`config.mk`:
```
export PLATFORM = sky130hd
export DESIGN_NAME = multicycle_ctrl
export DESIGN_NICKNAME = d
export VERILOG_FILES = /design/src/rtl/multicycle_ctrl.sv
export SDC_FILE = /design/constraint.sdc
export NUM_CORES = 1
export LEC_CHECK = 0
export ABC_AREA = 1
export ABC_CLOCK_PERIOD_IN_PS = 3450
export CAP_MARGIN = 10
export CORE_MARGIN = 2
export CORE_UTILIZATION = 48
export DETAILED_ROUTE_END_ITERATION = 6
export PLACE_DENSITY = 0.86
export SYNTH_ARGS = -nofsm -noshare
export SYNTH_HDL_FRONTEND = slang
export SYNTH_SLANG_ARGS = --single-unit
```
`constraint.sdc`:
```
create_clock -name clk -period 3.45 [get_ports clk]
set_input_delay 0.69 -clock clk [delete_from_list [all_inputs] [get_ports clk]]
set_output_delay 0.69 -clock clk [all_outputs]
set_load 0.005 [all_outputs]
```
`src/rtl/multicycle_ctrl.sv`:
```
// multicycle_ctrl: multi-cycle control sequencer for the reduced RISC-V core.
// Accepts one instruction word per handshake and decodes it. It then drives the
// ALU controls and the memory, register-file and PC strobes across the EXEC,
// MEM and WB phases. Only one instruction is in flight at a time.
//
// Optional feature: define CTRL_TRAP_EN to halt in a TRAP state on an illegal
// instruction. When it is undefined, an illegal instruction retires as a NOP.
//
// Ports:
//   clk, rst                 rising-edge clock, async active-high reset
//   instr_valid/instr_ready  instruction handshake (ready only in FETCH)
//   instr                    32-bit instruction word
//   eq                       ALU equality flag, used to resolve branches
//   mem_done                 data-memory access complete
//   alusrc, aluctrl, immop   ALU operand select, operation, sign-extended imm
//   rs1, rs2, rd             register fields of the held instruction
//   regwrite, memtoreg       register-file write strobe and writeback source
//   memread, memwrite        data-memory request, held until mem_done
//   pc_en, pcsrc             one-cycle PC update, 1 = branch target
//   trap                     illegal-instruction halt
//
// States:
//   FETCH  | waiting for an instruction (instr_ready = 1)
//   DECODE | classify IR, register immop
//   EXEC   | ALU controls driven, branches resolve here
//   MEM    | load/store request held until mem_done
//   WB     | register write (R/I/lw), PC+4
//   TRAP   | illegal instruction halt until reset (CTRL_TRAP_EN only)
module multicycle_ctrl #(
  parameter int D_WIDTH = 32
) (
  input  logic               clk,
  input  logic               rst,
  input  logic               instr_valid,
  output logic               instr_ready,
  input  logic [31:0]        instr,
  input  logic               eq,
  input  logic               mem_done,
  output logic               alusrc,
  output logic [2:0]         aluctrl,
  output logic [D_WIDTH-1:0] immop,
  output logic [4:0]         rs1,
  output logic [4:0]         rs2,
  output logic [4:0]         rd,
  output logic               regwrite,
  output logic               memtoreg,
  output logic               memread,
  output logic               memwrite,
  output logic               pc_en,
  output logic               pcsrc,
  output logic               trap
);

  typedef enum logic [2:0] {
    S_FETCH, S_DECODE, S_EXEC, S_MEM, S_WB
`ifdef CTRL_TRAP_EN
    , S_TRAP
`endif
  } state_t;

  typedef enum logic [2:0] {C_ALU, C_LW, C_SW, C_BEQ, C_BNE, C_ILL} cls_t;

  state_t             state;
  logic [31:0]        ir;
  cls_t               cls;
  logic [2:0]         dec_alu;
  logic               dec_src;
  logic [D_WIDTH-1:0] imm_ext;

  logic [6:0] opcode;
  logic [2:0] f3;
  logic [6:0] f7;

  assign opcode = ir[6:0];
  assign f3     = ir[14:12];
  assign f7     = ir[31:25];
  assign rs1    = ir[19:15];
  assign rs2    = ir[24:20];
  assign rd     = ir[11:7];

  // Instruction classification and ALU controls, a pure function of IR so the
  // values stay stable through EXEC and MEM without extra registers.
  always_comb begin
    cls     = C_ILL;
    dec_alu = 3'b000;
    dec_src = 1'b0;
    case (opcode)
      7'b0110011: begin
        if (f3 == 3'b000 && f7 == 7'b0000000) begin cls = C_ALU; dec_alu = 3'b000; end
        else if (f3 == 3'b000 && f7 == 7'b0100000) begin cls = C_ALU; dec_alu = 3'b001; end
        else if (f3 == 3'b111 && f7 == 7'b0000000) begin cls = C_ALU; dec_alu = 3'b010; end
        else if (f3 == 3'b110 && f7 == 7'b0000000) begin cls = C_ALU; dec_alu = 3'b011; end
      end
      7'b0010011: begin
        dec_src = 1'b1;
        if (f3 == 3'b000)      begin cls = C_ALU; dec_alu = 3'b000; end
        else if (f3 == 3'b111) begin cls = C_ALU; dec_alu = 3'b010; end
        else if (f3 == 3'b110) begin cls = C_ALU; dec_alu = 3'b011; end
      end
      7'b0000011: begin
        dec_src = 1'b1;
        if (f3 == 3'b010) cls = C_LW;
      end
      7'b0100011: begin
        dec_src = 1'b1;
        if (f3 == 3'b010) cls = C_SW;
      end
      7'b1100011: begin
        dec_alu = 3'b001;
        if (f3 == 3'b000)      cls = C_BEQ;
        else if (f3 == 3'b001) cls = C_BNE;
      end
      default: cls = C_ILL;
    endcase
  end

  always_comb begin
    imm_ext = '0;
    case (opcode)
      7'b0010011, 7'b0000011:
        imm_ext = {{(D_WIDTH-12){ir[31]}}, ir[31:20]};
      7'b0100011:
        imm_ext = {{(D_WIDTH-12){ir[31]}}, ir[31:25], ir[11:7]};
      7'b1100011:
        imm_ext = {{(D_WIDTH-13){ir[31]}}, ir[31], ir[7], ir[30:25], ir[11:8], 1'b0};
      default: imm_ext = '0;
    endcase
  end

  always_ff @(posedge clk or posedge rst) begin
    if (rst) begin
      state <= S_FETCH;
      ir    <= '0;
      immop <= '0;
    end else begin
      case (state)
        S_FETCH: begin
          if (instr_valid) begin
            ir    <= instr;
            state <= S_DECODE;
          end
        end
        S_DECODE: begin
          immop <= imm_ext;
          if (cls == C_ILL) begin
`ifdef CTRL_TRAP_EN
            state <= S_TRAP;
`else
            state <= S_FETCH;
`endif
          end else begin
            state <= S_EXEC;
          end
        end
        S_EXEC: begin
          if (cls == C_BEQ || cls == C_BNE)     state <= S_FETCH;
          else if (cls == C_LW || cls == C_SW)  state <= S_MEM;
          else                                  state <= S_WB;
        end
        S_MEM: begin
          if (mem_done) state <= (cls == C_LW) ? S_WB : S_FETCH;
        end
        S_WB: state <= S_FETCH;
`ifdef CTRL_TRAP_EN
        S_TRAP: state <= S_TRAP;
`endif
        default: state <= S_FETCH;
      endcase
    end
  end

  // Strobes are decoded from the state register and IR; the branch and store
  // PC pulses also depend on eq / mem_done within the same cycle.
  always_comb begin
    instr_ready = (state == S_FETCH);
    alusrc      = 1'b0;
    aluctrl     = 3'b000;
    regwrite    = 1'b0;
    memtoreg    = 1'b0;
    memread     = 1'b0;
    memwrite    = 1'b0;
    pc_en       = 1'b0;
    pcsrc       = 1'b0;
    trap        = 1'b0;
    case (state)
      S_DECODE: begin
`ifndef CTRL_TRAP_EN
        if (cls == C_ILL) pc_en = 1'b1;
`endif
      end
      S_EXEC: begin
        aluctrl = dec_alu;
        alusrc  = dec_src;
        if (cls == C_BEQ) begin pc_en = 1'b1; pcsrc = eq;  end
        if (cls == C_BNE) begin pc_en = 1'b1; pcsrc = ~eq; end
      end
      S_MEM: begin
        aluctrl  = dec_alu;
        alusrc   = dec_src;
        memread  = (cls == C_LW);
        memwrite = (cls == C_SW);
        if (cls == C_SW && mem_done) pc_en = 1'b1;
      end
      S_WB: begin
        regwrite = 1'b1;
        memtoreg = (cls == C_LW);
        pc_en    = 1'b1;
      end
`ifdef CTRL_TRAP_EN
      S_TRAP: trap = 1'b1;
`endif
      default: ;
    endcase
  end

endmodule

```
==> flow_metrics.py <==
metrics = {
    "clocking": {
        "cts_buffers": 5,
        "hold_buffers": 0,
        "cts_resized": 0,
        "cts_max_level": 2,
        "cts_tree": "yes",
        "clockRootBuffer": "clkbuf_8",
        "cts.sinks": 48,
        "cts_setup_buffers": 0,
        "worstSkewPairLatency_ns": 0.31,
        "clk_pin_slew_ns": 0.09,
        "clock_path_buffers": 2,
    },
    "place": {
        "post-place-ws_ns": 0.652,
        "place_area_um2": 3410,
        "placedCellCount": 443,
        "io_buffers": 93,
        "finalWeightedCongestion": 0.927,
        "post-dp-hpwl_um": 4300,
    },
    "routing": {
        "vias": 2257,
        "drt_first_pass_iters": 4,
        "wl_um": 5840,
        "via_per_inst": 5.00,
        "drc": 0,
        "ant_nets": 0,
        "first_iter_violations": 133,
        "wl_per_cell_um": 12.9,
    },
    "floorplanning": {
        "rows": 27,
        "die_w_um": 78.6,
        "die_y_um": 78.6,
        "start_util_pct": 49.1,
        "core_area_um2": 5440,
        "dieArea_um2": 6170,
        "ioPinCount": 96,
    },
    "hold_path": {
        "worstHoldPathType": "flop to flop",
        "hold_depth": 2,
        "hold_end": "immop[7]$_DFFE_PP0N_",
        "min_from": "immop[7]$_DFFE_PP0N_",
    },
    "logic_synthesis": {
        "synth_top_area_share_pct": 45.0,
        "synth_edf_count": 0,
        "yosys.area.top_type": "dfrtp_1",
        "synthSimpleGateAreaFrac_pct": 23.2,
        "synth_top_family_by_area": "simple AND/OR/NAND/NOR gates",
        "async_reset_ff_share_pct": 100,
        "yosysWarnings": 0,
        "yosys.cell_types.count": 29,
        "netlist_area_um2": 2670,
        "yosysSeqAreaShare_pct": 45.0,
        "avgSynthCellArea_um2": 8.42,
        "synth_commonest_cells": "51 x nand2_1, 48 x dfrtp_1, 37 x nor2_1",
        "synth_mux_area_share_pct": 6.75,
        "post-synth-top-count-cell": "nand2_1",
        "yosys-top-cells-area": "dfrtp_1 45%, buf_4 10%, nand2_1 7.2%, mux2_2 6.8%, nor2_1 5.2%",
        "synthCells": 317,
        "ys_ff_latch": 48,
        "synth-main-ff-cell": "dfrtp_1",
        "synthXorXnorAreaFrac_pct": 0,
        "synthAdderAreaFrac_pct": 0,
        "synth_compound_area_share_pct": 9.19,
    },
    "grt": {
        "grt_pass1_vias": 2158,
        "grt.total_usage_pct": 20.0,
        "antenna_found_initial": 0,
        "grt_start_max_net_pins": 49,
        "grt_use_met3_pct": 5.75,
        "busiest_layer": "met2",
        "grt-ovfl-total": 0,
        "grt_pass1_wl_um": 9800,
        "met1_usage_pct": 24.4,
        "grtUsageMet2_pct": 34.4,
    },
    "timing": {
        "maxSlewViolCount": 0,
        "fin_crit_ns": 3.13,
        "finClkSkew_ns": 0.00957,
        "rsz0062_at_grt": "false",
        "hold_ws_ns": 0.486,
        "setup_slack_ns": 0.318,
        "hold_violations": 0,
        "fmax_ghz": 0.319,
        "setup_viol_count_final": 0,
        "finalSetupTns_ns": 0,
        "final.period_utilization_pct": 90.8,
        "worst_slew_pin_slew_ns": 0.974,
        "relSlewSlack_pct": 35.0,
    },
    "status": {
        "outcome": "completed",
    },
    "final_layout": {
        "synthToLayoutAreaGrowth_pct": 31.5,
        "final_net_count": 415,
        "fin_cells": 451,
        "nFillCells": 468,
        "fin_util_pct": 64.5,
        "drive_gt1_share_pct": 13.2,
        "diodes": 0,
        "finish.instance_area_um2": 3510,
    },
    "power_and_ir_drop": {
        "p_per_area_nw_per_um2": 632,
        "intPower_mw": 1.41,
        "peakVddDrop_uv": 450,
        "swShare_pct": 36.4,
        "pwr-share-comb_pct": 42.3,
        "power_mw": 2.22,
        "power.leakage_nw": 1.56,
        "p_sw_mw": 0.808,
        "seqPwrFrac_pct": 41.5,
        "power.clock.fraction_pct": 16.2,
    },
    "critical_path": {
        "regToRegEndpoint": "state[0]$_DFFE_PP0P_",
        "reg2reg_from": "ir[5]$_DFFE_PP0P_",
        "end_kind": "output pin",
        "worst_path_most_repeated_cell": "nand3_1",
        "rr_worst_depth": 12,
        "required_ns": 2.76,
        "slowest_stage": "clkdlybuf4s50_1",
        "critPathLaunchType": "flop",
        "crit_path_max_incr_delay_ns": 0.51,
        "r2r_slack_ns": 1.65,
        "path_max_fanout": 10,
        "crit_type": "flop to output pin",
        "cp.arrival_ns": 2.44,
        "crit_chain": "inv_1 -> nand2_2 -> nor2_8 -> nand3_1 -> nand2_1 -> nand3_1 -> nor2_2 -> nand3_2 -> or2_0 -> a21oi_1 -> clkdlybuf4s50_1",
    },
    "run": {
        "maxCapViolCount": 0,
    },
}
[flip-flops by register name (all words and copies together) (netlist names)]
name / cells
state: 3
ir: 32
immop: 13
[how the worst max path moves through the flow]
stage,from,end,slack (ns),cells after the start
final,ir[2]$_DFFE_PP0P_,pcsrc,0.32,11
after detailed placement,ir[3]$_DFFE_PP0P_,pcsrc,0.65,11
after floorplan,ir[3]$_DFFE_PP0P_,pcsrc,1.29,10
after CTS,ir[2]$_DFFE_PP0P_,pcsrc,0.32,11
after global routing,ir[2]$_DFFE_PP0P_,pcsrc,0.09,11
after global placement,ir[3]$_DFFE_PP0P_,pcsrc,0.71,11
[worst max-delay path, delay by kind of cell, from the launching register on]
kind / cells / cell delay, ns
compound gates: 1 / 0.12
flops: 1 / 0.39
buf+inv: 2 / 0.60
simple gates: 8 / 1.02
[layout make-up]
| class | count | area, µm² | share of cell area, % |
|---|---|---|---|
| Clock inverter | 2 | 13.8 | 0.392 |
| Tap cell | 72 | 90.1 | 2.57 |
| Inverter | 33 | 124 | 3.53 |
| Multi-Input combinational cell | 195 | 1050 | 30.0 |
| Timing Repair Buffer | 95 | 946 | 27.0 |
| Clock buffer | 6 | 82.6 | 2.35 |
| Sequential cell | 48 | 1200 | 34.2 |
[layer usage]
layer  vias up  part of all wire (%)  routed length (µm)
li1       1104                     -                   -
met1      1045                    41                2420
met2        95                    49                2860
met3        13                   8.0                 465
met4         0                   1.5                  90
met5         -                     0                   0
[cell usage in the layout (no fill, tap or decap), types with 2 or more instances in the layout]
cell type / netlist / routed
nor2_2: 8 / 8
conb_1: 1 / 2
inv_2: 3 / 4
clkbuf_8: 0 / 6
nand4_1: 4 / 4
nand2_1: 51 / 51
clkdlybuf4s50_1: 0 / 93
nor3_1: 3 / 3
mux2_2: 16 / 16
inv_1: 29 / 28
dfrtp_1: 48 / 48
nand3_1: 15 / 15
a22oi_1: 4 / 4
o21ai_0: 14 / 14
a21oi_1: 25 / 25
nand2_2: 6 / 6
buf_4: 36 / 2
nor2_1: 37 / 37
[kinds of logic (layout without fill, tap and decap cells)]
family,Yosys count,count (layout)
AOI/OAI and AO/OA,46,46
buffers and inverters,75,136
DFF,48,48
muxes,16,16
other,1,2
and+or+nand+nor,131,131
[power groups by stage]
stage | Sequential (mW) | Combinational [mW] | Clock (mW)
4_1_cts | 0.918 | 0.945 | 0.365
3_5_place_dp | 0.928 | 0.934 | 0
5_1_grt | 0.947 | 1.04 | 0.389
3_3_place_gp | 0.915 | 0.916 | 0
6_report | 0.919 | 0.938 | 0.360
2_1_floorplan | 0.891 | 0.674 | 0
(Power assumes the default switching activity.)
